===== src/rtl/ifetch_unit_if.sv =====
// Instruction-memory read bus between the fetch unit (master) and the memory (slave).
// Requests use a valid/ready handshake; responses return in order with no backpressure.
interface ifetch_unit_if;
    logic        req_valid;
    logic        req_ready;
    logic [31:0] req_addr;
    logic        rsp_valid;
    logic [31:0] rsp_data;

    modport master (
        output req_valid,
        output req_addr,
        input  req_ready,
        input  rsp_valid,
        input  rsp_data
    );

    modport slave (
        input  req_valid,
        input  req_addr,
        output req_ready,
        output rsp_valid,
        output rsp_data
    );
endinterface


===== src/rtl/ifetch_unit.sv =====
// Instruction fetch unit: owns the fetch PC, keeps up to MAX_OUTSTANDING reads in flight and
// buffers (pc, instr) pairs toward decode. Optional misaligned-redirect fault: IFETCH_MISALIGN_EN.
module ifetch_unit #(
    parameter logic [31:0] RESET_PC        = 32'h0000_0000,
    parameter int          DEPTH           = 4,
    parameter int          MAX_OUTSTANDING = 2
) (
    input  logic          clk,
    input  logic          rst,
    ifetch_unit_if.master mem,
    input  logic          redirect,
    input  logic [31:0]   redirect_pc,
    input  logic          halt,
    output logic          out_valid,
    input  logic          out_ready,
    output logic [31:0]   out_pc,
    output logic [31:0]   out_instr,
    output logic          out_fault
);

    localparam int PW = $clog2(DEPTH);
    localparam int CW = PW + 1;
    localparam int TW = (MAX_OUTSTANDING > 1) ? $clog2(MAX_OUTSTANDING) : 1;
    localparam logic [CW:0]   DEPTH_C = (CW + 1)'(DEPTH);
    localparam logic [CW-1:0] MAXO_C  = CW'(MAX_OUTSTANDING);
    localparam logic [31:0]   WMASK   = 32'hFFFF_FFFC;

`ifdef IFETCH_MISALIGN_EN
    typedef enum logic [1:0] {S_RUN = 2'd0, S_HALTED = 2'd1, S_FAULT = 2'd2} state_t;
`else
    typedef enum logic [0:0] {S_RUN = 1'b0, S_HALTED = 1'b1} state_t;
`endif

    state_t        state_q;
    logic [31:0]   pc_q, pc_d;
    logic [CW-1:0] count_q, count_d;
    logic [CW-1:0] inflight_q, inflight_d;
    logic [CW-1:0] drop_q, drop_d;
    logic [PW-1:0] rd_q, rd_d, wr_q, wr_d;
    logic [TW-1:0] trd_q, trd_d, twr_q, twr_d;

    logic [31:0]   fifo_pc_q    [DEPTH];
    logic [31:0]   fifo_instr_q [DEPTH];
    logic [31:0]   tag_q        [MAX_OUTSTANDING];

    logic [CW:0]   credit;
    logic          accept, fresh_rsp, push, pop;
    logic [31:0]   push_pc, push_instr;

`ifdef IFETCH_MISALIGN_EN
    logic          fifo_fault_q [DEPTH];
    logic          fault_pend_q, fault_pend_d;
    logic [31:0]   fault_pc_q;
    logic          misalign, fault_push;
`endif

    function automatic logic [TW-1:0] tag_next(input logic [TW-1:0] p);
        return (p == TW'(MAX_OUTSTANDING - 1)) ? '0 : p + 1'b1;
    endfunction

    // Credit counts every accepted, non-dropped request as already occupying a FIFO slot.
    assign credit        = {1'b0, count_q} + {1'b0, inflight_q} - {1'b0, drop_q};
    assign mem.req_valid = !rst && !halt && !redirect && (state_q == S_RUN)
                           && (inflight_q < MAXO_C) && (credit < DEPTH_C);
    assign mem.req_addr  = pc_q & WMASK;

    assign accept    = mem.req_valid && mem.req_ready;
    assign fresh_rsp = mem.rsp_valid && !redirect && (drop_q == '0);
    assign out_valid = (count_q != '0);
    assign pop       = out_valid && out_ready;
    assign out_pc    = fifo_pc_q[rd_q];
    assign out_instr = fifo_instr_q[rd_q];

`ifdef IFETCH_MISALIGN_EN
    assign misalign   = redirect && (redirect_pc[1:0] != 2'b00);
    assign fault_push = fault_pend_q && !redirect && (drop_q == '0);
    assign push       = fresh_rsp || fault_push;
    assign push_pc    = fault_push ? fault_pc_q : tag_q[trd_q];
    assign push_instr = fault_push ? 32'h0000_0013 : mem.rsp_data;
    assign out_fault  = out_valid && fifo_fault_q[rd_q];
`else
    assign push       = fresh_rsp;
    assign push_pc    = tag_q[trd_q];
    assign push_instr = mem.rsp_data;
    assign out_fault  = 1'b0;
`endif

    always_comb begin
        pc_d       = pc_q;
        inflight_d = inflight_q + CW'(accept) - CW'(mem.rsp_valid);
        drop_d     = drop_q;
        count_d    = count_q + CW'(push) - CW'(pop);
        rd_d       = pop  ? rd_q + 1'b1 : rd_q;
        wr_d       = push ? wr_q + 1'b1 : wr_q;
        twr_d      = accept        ? tag_next(twr_q) : twr_q;
        trd_d      = mem.rsp_valid ? tag_next(trd_q) : trd_q;
`ifdef IFETCH_MISALIGN_EN
        fault_pend_d = fault_pend_q;
        if (redirect)        fault_pend_d = misalign;
        else if (fault_push) fault_pend_d = 1'b0;
`endif
        if (accept) pc_d = pc_q + 32'd4;
        if (mem.rsp_valid && drop_q != '0) drop_d = drop_q - 1'b1;
        // Redirect wins: whatever is still in flight after this cycle's return becomes stale.
        if (redirect) begin
            pc_d    = redirect_pc & WMASK;
            drop_d  = inflight_q - CW'(mem.rsp_valid);
            count_d = '0;
            rd_d    = '0;
            wr_d    = '0;
        end
    end

    always_ff @(posedge clk) begin
        if (rst) begin
            state_q    <= S_RUN;
            pc_q       <= RESET_PC;
            count_q    <= '0;
            inflight_q <= '0;
            drop_q     <= '0;
            rd_q       <= '0;
            wr_q       <= '0;
            trd_q      <= '0;
            twr_q      <= '0;
`ifdef IFETCH_MISALIGN_EN
            fault_pend_q <= 1'b0;
`endif
        end else begin
            pc_q       <= pc_d;
            count_q    <= count_d;
            inflight_q <= inflight_d;
            drop_q     <= drop_d;
            rd_q       <= rd_d;
            wr_q       <= wr_d;
            trd_q      <= trd_d;
            twr_q      <= twr_d;
`ifdef IFETCH_MISALIGN_EN
            fault_pend_q <= fault_pend_d;
            if (misalign)
                state_q <= S_FAULT;
            else if (redirect && state_q == S_FAULT)
                state_q <= halt ? S_HALTED : S_RUN;
            else
`endif
            if (state_q == S_RUN && halt)
                state_q <= S_HALTED;
            else if (state_q == S_HALTED && !halt)
                state_q <= S_RUN;
        end
    end

    always_ff @(posedge clk) begin
        if (accept) tag_q[twr_q] <= pc_q & WMASK;
        if (push) begin
            fifo_pc_q[wr_q]    <= push_pc;
            fifo_instr_q[wr_q] <= push_instr;
        end
`ifdef IFETCH_MISALIGN_EN
        if (push) fifo_fault_q[wr_q] <= fault_push;
        if (misalign) fault_pc_q <= redirect_pc;
`endif
    end

endmodule

===== src/flat_wrapper.sv =====
// flat-port wrapper written by rule: the top's interface ports become plain ports
module ifetch_unit_flat 
#(
    parameter logic [31:0] RESET_PC        = 32'h0000_0000,
    parameter int          DEPTH           = 4,
    parameter int          MAX_OUTSTANDING = 2
)
  (clk, rst, redirect, redirect_pc, halt, out_valid, out_ready, out_pc, out_instr, out_fault, mem_req_valid, mem_req_addr, mem_req_ready, mem_rsp_valid, mem_rsp_data);
  ifetch_unit_if mem_i ();
  input  logic clk;
  input  logic rst;
  input  logic redirect;
  input  logic [31:0] redirect_pc;
  input  logic halt;
  output logic out_valid;
  input  logic out_ready;
  output logic [31:0] out_pc;
  output logic [31:0] out_instr;
  output logic out_fault;
  output wire logic [$bits(mem_i.req_valid)-1:0] mem_req_valid;
  output wire logic [$bits(mem_i.req_addr)-1:0] mem_req_addr;
  input wire logic [$bits(mem_i.req_ready)-1:0] mem_req_ready;
  input wire logic [$bits(mem_i.rsp_valid)-1:0] mem_rsp_valid;
  input wire logic [$bits(mem_i.rsp_data)-1:0] mem_rsp_data;
  assign mem_req_valid = mem_i.req_valid;
  assign mem_req_addr = mem_i.req_addr;
  assign mem_i.req_ready = mem_req_ready;
  assign mem_i.rsp_valid = mem_rsp_valid;
  assign mem_i.rsp_data = mem_rsp_data;
  ifetch_unit #(.RESET_PC(RESET_PC), .DEPTH(DEPTH), .MAX_OUTSTANDING(MAX_OUTSTANDING)) u_core (.clk(clk), .rst(rst), .mem(mem_i), .redirect(redirect), .redirect_pc(redirect_pc), .halt(halt), .out_valid(out_valid), .out_ready(out_ready), .out_pc(out_pc), .out_instr(out_instr), .out_fault(out_fault));
endmodule

===== config.mk =====
export PLATFORM = sky130hd
export DESIGN_NAME = ifetch_unit_flat
export DESIGN_NICKNAME = d
export VERILOG_FILES = /design/src/rtl/ifetch_unit_if.sv /design/src/rtl/ifetch_unit.sv /design/src/flat_wrapper.sv
export SDC_FILE = /design/constraint.sdc
export NUM_CORES = 1
export LEC_CHECK = 0
export ABC_AREA = 0
export CAP_MARGIN = 20
export CORE_MARGIN = 1
export CORE_UTILIZATION = 52
export CTS_BUF_LIST = sky130_fd_sc_hd__clkbuf_4 sky130_fd_sc_hd__clkbuf_8
export DETAILED_ROUTE_END_ITERATION = 8
export GPL_ROUTABILITY_DRIVEN = 0
export HOLD_SLACK_MARGIN = 0.02
export PLACE_DENSITY = 0.78
export SYNTH_ARGS = -nofsm -noshare
export SYNTH_HDL_FRONTEND = slang
export SYNTH_SLANG_ARGS = --single-unit
export TNS_END_PERCENT = 10

===== constraint.sdc =====
create_clock -name clk -period 4 [get_ports clk]
set_input_delay 0.8 -clock clk [delete_from_list [all_inputs] [get_ports clk]]
set_output_delay 0.8 -clock clk [all_outputs]
set_load 0.01 [all_outputs]

Yosys cells after proc, flatten, opt, wreduce, memory -nomap -nowiden. Memory sizes are Yosys's and may differ from the RTL's. A register that Yosys moved wholly into a read port is not among the register bits. Cells that the tools add are included.

Register bits after elaboration: 48. Memory bits (writable): 316. Bits of input ports: 71. Memory bits (read-only): 0. Latch bits: 0. Word-level logic and storage cells: 69. Output and inout bits: 99. Memories kept: 3.

Mux-type cells: 18. $add $sub $neg: 13. Equality and inequality tests: 0. Shift-type cells: 0. Bitwise operators: 1. $mul: 0. Reductions and logical operators: 22. Divide/modulo/power cells: 0. $lt $le $gt $ge: 2.

Memories: u_core.fifo_instr_q (words 4, width 32, rd ports 1, clocked after Yosys merged registers in 1, write ports 1, line ifetch_unit.sv:43) `logic [31:0] fifo_instr_q [DEPTH];`; u_core.fifo_pc_q (words 4, width 32, rd ports 1, clocked after Yosys merged registers in 1, write ports 1, line ifetch_unit.sv:42) `logic [31:0] fifo_pc_q [DEPTH];`; u_core.tag_q (words 2, width 30, rd ports 1, clocked after Yosys merged registers in 1, write ports 1, line ifetch_unit.sv:44) `logic [31:0] tag_q [MAX_OUTSTANDING];`.

Operators by type and width (count): $mux 32 (2); $add 32x3->32 const B (1); $logic_and 1x1->1 (12); $mux 1 (10); $sub 3x1->3 (3); $mux 2 (4); $add 3x1->3 (2); $mux 3 (2); $reduce_bool 2->1 (3); $reduce_bool 3->1 (2); $add 2x1->2 const B (2); $add 3x3->4 (1); $lt 4x3->1 const B (1); $sub 4x3->4 (1); $logic_not 1->1 (3); $logic_not 3->1 (1); $lt 3x2->1 const B (1); $sub 3x1->3 const B (1); $add 1x1->1 const B (2); $reduce_or 2->1 (1); $not 1->1 (1).

Logic depth before layout (Yosys ltp).
Depth in word-level cells: 9. Depth in mapped cells: 12.

Worst setup path after synthesis. Ideal clock, no wire load.

Kind: register -> register. From: register u_core.count_q[1]. To: memory u_core.tag_q[0][0] (netlist name) (enable). Setup slack: -0.204 ns. Setup time: 0.421 ns. Clock period less this slack: 4.204 ns. Data required time: 3.579 ns. Data arrival time: 3.784 ns. Stages on the path, launching flop included: 10. Cells stage by stage: dfxtp_1 > inv_1 > fa_1 > inv_1 > ha_1 > and3b_1 > or4_4 > buf_6 > a21oi_1 > nor2b_1.

Cells in the longest elaborated chain, start to end: 7.

RTL lines: from (decl) (line ifetch_unit.sv:36) `logic [CW-1:0] count_q, count_d;`; from (signal assigned) (line ifetch_unit.sv:130) `count_q <= count_d;`; $add 3x3->4 (line ifetch_unit.sv:62) `assign credit = {1'b0, count_q} + {1'b0, inflight_q} - {1'b0, drop_q};`; $sub 4x3->4 (line ifetch_unit.sv:62); $lt 4x3->1 (line ifetch_unit.sv:64) `&& (inflight_q < MAXO_C) && (credit < DEPTH_C);`; $logic_and 1x1->1 (line ifetch_unit.sv:64); $logic_and 1x1->1 (line ifetch_unit.sv:67) `assign accept = mem.req_valid && mem.req_ready;`; $mux 1 (line ifetch_unit.sv:153) `if (accept) tag_q[twr_q] <= pc_q & WMASK;`; $mux 1 (not written as such) (line ifetch_unit.sv:153); to (decl) (line ifetch_unit.sv:44).

No other way between the ends.

Worst setup path in the final report.
From: register u_core.count_q[1]. To: output port mem_req_valid.

Cells in the longest elaborated chain, start to end: 4.

RTL lines: $add 3x3->4 (line ifetch_unit.sv:62); $sub 4x3->4 (line ifetch_unit.sv:62); $lt 4x3->1 (line ifetch_unit.sv:64); $logic_and 1x1->1 (line ifetch_unit.sv:64); to (decl) (line flat_wrapper.sv:20) `output wire logic [$bits(mem_i.req_valid)-1:0] mem_req_valid;`.

No other way between the ends.

==> results.txt <==
----------------------------------------------------
[Routing]
  Detailed router's first-iteration violation count ... between 400 and 500
  Drt pass-1 iters ... 5
  Detail Route Antenna Nets ... 0
  Final routed wire length divided by cell count ... between 15 and 20 µm
  DRC viols ... 0
  Wire length reported by the detailed router ... around 27,000 µm
  Average vias per placed instance ... between 5 and 6
  Total number of vias ... about 7,600

[Clock network]
  Bufs on Longest Clock Path ... 3
  Inserted Clock Buffers ... 54
  Hold bufs inserted after CTS ... 0
  Setup repair bufs after CTS ... 0
  Root Buffer ... sky130_fd_sc_hd__clkbuf_8
  CTS sink count ... 357
  Clock Pin Slew Worst Setup and Hold Paths ... about 60 ps
  Count of cells resized by post-cts repair ... 2
  Later-pin clock latency in the skew report ... approximately 570 ps
  Deepest level of the CTS H-tree ... 2
  CTS tree ... done

[Setup path]
  Crit path max fanout ... 3
  Reg-to-reg endpoint ... u_core.inflight_q[1]
  Startpoint type of the worst setup path ... register
  Critical path's slowest cell ... sky130_fd_sc_hd__or4_4
  Largest stage delay, worst path ... 500 ps
  Origin of the critical flop-to-flop path ... u_core.count_q[1]
  Capturing instance or port of the critical path ... mem_req_valid
  Worst Setup SP ... u_core.count_q[1]
  Most common cell on crit path ... sky130_fd_sc_hd__inv_1
  Arrival time reported for the critical path endpoint ... around 3000 ps
  Worst path required time ... 3200 ps
  Startpoint-to-endpoint class of the critical path ... reg -> out
  Path depth of the worst reg2reg path ... 12
  CP endpoint kind ... output port
  Crit path cell chain ... inv_1 > fa_1 > inv_1 > ha_1 > and3b_1 > or4_4 > a21oi_2 > dlygate4sd2_1
  Reg2reg setup slack ... 500 ps

[Min path]
  Worst Hold Path Cells ... 2
  Hold Path Class ... reg -> reg

[Yosys]
  Seq cells post-synth ... about 360
  Fraction of synthesized cell area in xor and xnor cells ... between 2 and 2.5%
  Combinational family with the most area after synthesis ... multiplexers
  Share of synthesized area spent on multiplexers ... around an eighth
  Count of flip-flops with a built-in enable after synthesis ... 308
  Async set or reset register ratio after synthesis ... 0%
  Register area share after synthesis ... 71.3%
  Count of distinct cell types in the synthesized netlist ... 52
  Syn avg cell area ... roughly 19 µm²
  Compound-gate portion of the synthesized area ... ~5.7%
  Share of synthesized cell area in and, or, nand and nor gates ... 3.80%
  Post-synth top flop ... sky130_fd_sc_hd__edfxtp_1
  Synth Instances ... approximately 770
  Count of synthesis-stage warnings from yosys ... 0
  Post-synthesis cell area ... between 0.01 and 0.015 mm²
  Fraction of the mapped netlist area in adder cells ... 2.13%

[Timing]
  Max-slew violation total from the final report ... 0
  Final count of hold timing violations ... 0
  WHS ... between 500 and 600 ps
  Final Worst Setup Slack ... roughly 140 ps
  Worst-case headroom to the max-slew limit ... 46.5%
  Share of the clock period used by the worst path after layout ... ~97%
  Shortest period the worst path allows ... about 3900 ps
  Final total negative setup slack ... 0 ps
  Highest attainable clock frequency ... between 200 and 300 MHz
  RSZ-0062 raised after global routing ... false
  Number of setup violations in the final report ... 0
  Setup Skew ... ~27 ps
  Slew of the pin with the lowest slew margin ... roughly 800 ps

[Placement]
  Post-Place Cells ... around 1,300
  Placed inst area ... roughly 0.016 mm²
  Final HPWL DP ... 16,900 µm
  Post-Place Setup Slack ... between 400 and 500 ps
  Input/output buffers ... roughly 160

[Global routing]
  Number of global-route vias before repair ... approximately 7,800
  Wire length of the first global-routing pass ... ~42,000 µm
  Met3 usage in global routing ... between 3 and 4%
  Total grt overflow ... 0
  Total routing usage reported by global routing ... 19.5%
  M2 GR Usage ... between 30% and 40%
  Met1 Resource Use GR ... around a quarter
  Antenna violations before repair ... 0
  Largest net degree at the start of global routing ... 51
  Layer with the highest usage after global routing ... met2

[Run status]
  Outcome ... finished, final reports clean

[Floorplan]
  Floorplan die area ... around 0.028 mm²
  Number of I/O pins ... 170
  Core region area ... 0.0270 mm²
  Die span in x ... between 150 and 200 µm
  Initial core utilization ... 53.1%
  Number of placement rows ... 60
  Height of the die ... 168 µm

[Final layout]
  Area growth from synthesis to final layout ... 23.2%
  Post-Route Utilization ... between 60 and 70%
  Post-Layout Cell Count ... 1,362
  Count of nets after finishing ... between 1,000 and 1,500
  Count of inserted antenna diode cells ... 0
  Finished layout cell area ... 0.0177 mm²
  Layout cell share with drive strength beyond 1 ... about a quarter

[Power and ir drop]
  Final Power ... around 8.2 mW
  Static leakage ... ~5.8 nW
  VDD IR-drop max ... roughly 0.25 mV
  Power Density ... ~470 mW/mm²

[Job]
  Max-capacitance violation count ... 0

----------------------------------------------------
## power breakdown
group          leakage, nW  total (mW)  internal, mW  switching, mW
Clock                0.621        3.16          1.84           1.32
Sequential            3.19        4.23          4.15         0.0790
Combinational         1.98       0.853         0.392          0.461
Total                 5.79        8.24          6.38           1.86
## Yosys cell counts (3+ instances only)
| library cell | instances | area [µm²] |
|---|---|---|
| sky130_fd_sc_hd__a2111oi_2 | 13 | 195 |
| sky130_fd_sc_hd__a2111oi_4 | 8 | 220 |
| sky130_fd_sc_hd__a211oi_1 | 6 | 45.0 |
| sky130_fd_sc_hd__a21oi_1 | 21 | 105 |
| sky130_fd_sc_hd__and2_1 | 9 | 56.3 |
| sky130_fd_sc_hd__and3_1 | 3 | 18.8 |
| sky130_fd_sc_hd__and4_1 | 7 | 61.3 |
| sky130_fd_sc_hd__buf_1 | 6 | 22.5 |
| sky130_fd_sc_hd__buf_2 | 5 | 25.0 |
| sky130_fd_sc_hd__buf_4 | 5 | 37.5 |
| sky130_fd_sc_hd__clkbuf_1 | 23 | 86.3 |
| sky130_fd_sc_hd__dfxtp_1 | 49 | 981 |
| sky130_fd_sc_hd__edfxtp_1 | 308 | 9250 |
| sky130_fd_sc_hd__fa_1 | 4 | 80.1 |
| sky130_fd_sc_hd__ha_1 | 18 | 225 |
| sky130_fd_sc_hd__inv_1 | 40 | 150 |
| sky130_fd_sc_hd__mux2_2 | 30 | 338 |
| sky130_fd_sc_hd__mux2i_1 | 3 | 30.0 |
| sky130_fd_sc_hd__mux4_2 | 62 | 1400 |
| sky130_fd_sc_hd__nand2_1 | 21 | 78.8 |
| sky130_fd_sc_hd__nand3_1 | 9 | 45.0 |
| sky130_fd_sc_hd__nand4_1 | 10 | 62.6 |
| sky130_fd_sc_hd__nor2_1 | 17 | 63.8 |
| sky130_fd_sc_hd__nor2b_1 | 5 | 31.3 |
| sky130_fd_sc_hd__nor3b_1 | 3 | 22.5 |
| sky130_fd_sc_hd__o21a_1 | 15 | 113 |
| sky130_fd_sc_hd__o21ai_1 | 9 | 45.0 |
| sky130_fd_sc_hd__xnor2_1 | 20 | 175 |
| sky130_fd_sc_hd__xor2_1 | 15 | 131 |
## layout make-up
cell class	instances	area, µm²
Tap cell	341	427
Clock buffer	76	940
Sequential cell	357	10200
Inverter	40	150
Clock inverter	25	234
Multi-Input combinational cell	337	3790
Fill cell	1853	9360
Timing Repair Buffer	186	1890
## layer usage
layer,up-vias,routed length (µm),part of all wire (%)
li1,3458,-,-
met1,3802,11700,44
met2,230,13100,49
met3,64,1430,5.3
met4,0,539,2.0
met5,-,0,0
## cell usage in the layout, fill, tap and decap left out, types with 17 or more instances in the layout
cell	count
sky130_fd_sc_hd__ha_1	18
sky130_fd_sc_hd__clkbuf_4	17
sky130_fd_sc_hd__clkbuf_8	59
sky130_fd_sc_hd__nand2_1	21
sky130_fd_sc_hd__mux4_2	62
sky130_fd_sc_hd__nor2_1	17
sky130_fd_sc_hd__mux2_2	30
sky130_fd_sc_hd__xnor2_1	20
sky130_fd_sc_hd__inv_1	40
sky130_fd_sc_hd__a21oi_1	20
sky130_fd_sc_hd__clkdlybuf4s50_1	161
sky130_fd_sc_hd__buf_4	17
sky130_fd_sc_hd__edfxtp_1	308
sky130_fd_sc_hd__dfxtp_1	47
## registers in the layout, summed over array words and instances, names as in the netlist, named ones only
| name | count |
|---|---|
| u_core.count_q | 3 |
| u_core.drop_q | 3 |
| u_core.fifo_instr_q | 128 |
| u_core.fifo_pc_q | 120 |
| u_core.inflight_q | 3 |
| u_core.pc_q | 30 |
| u_core.rd_q | 2 |
| u_core.state_q | 1 |
| u_core.tag_q | 60 |
| u_core.trd_q | 1 |
| u_core.twr_q | 1 |
| u_core.wr_q | 2 |
## worst max-delay path: cells and delay by family, from the launching register on
kind,cells,cell delay [ps]
flip-flops,1,390
AND/OR/NAND/NOR,2,710
buffers and inverters,3,440
AO/OA/AOI/OAI,1,190
adder cells (fa/ha/maj),2,770
## logic make-up after synthesis
family,Yosys count
mux,95
xor+xnor,35
fa+ha+maj,22
compound gates,84
flops,357
buf+inv,82
other cells,1
simple gates,96
## worst min path at each step
stage                    from              to  slack (ps)
2_1_floorplan    u_core.trd_q        register         480
6_report         u_core.trd_q    u_core.trd_q         520
4_1_cts          u_core.trd_q    u_core.trd_q         530
3_5_place_dp     u_core.trd_q    u_core.trd_q         510
3_3_place_gp   u_core.state_q  u_core.state_q         500
5_1_grt          u_core.trd_q    u_core.trd_q         550
Note: power is estimated with default switching activity, not from simulation.
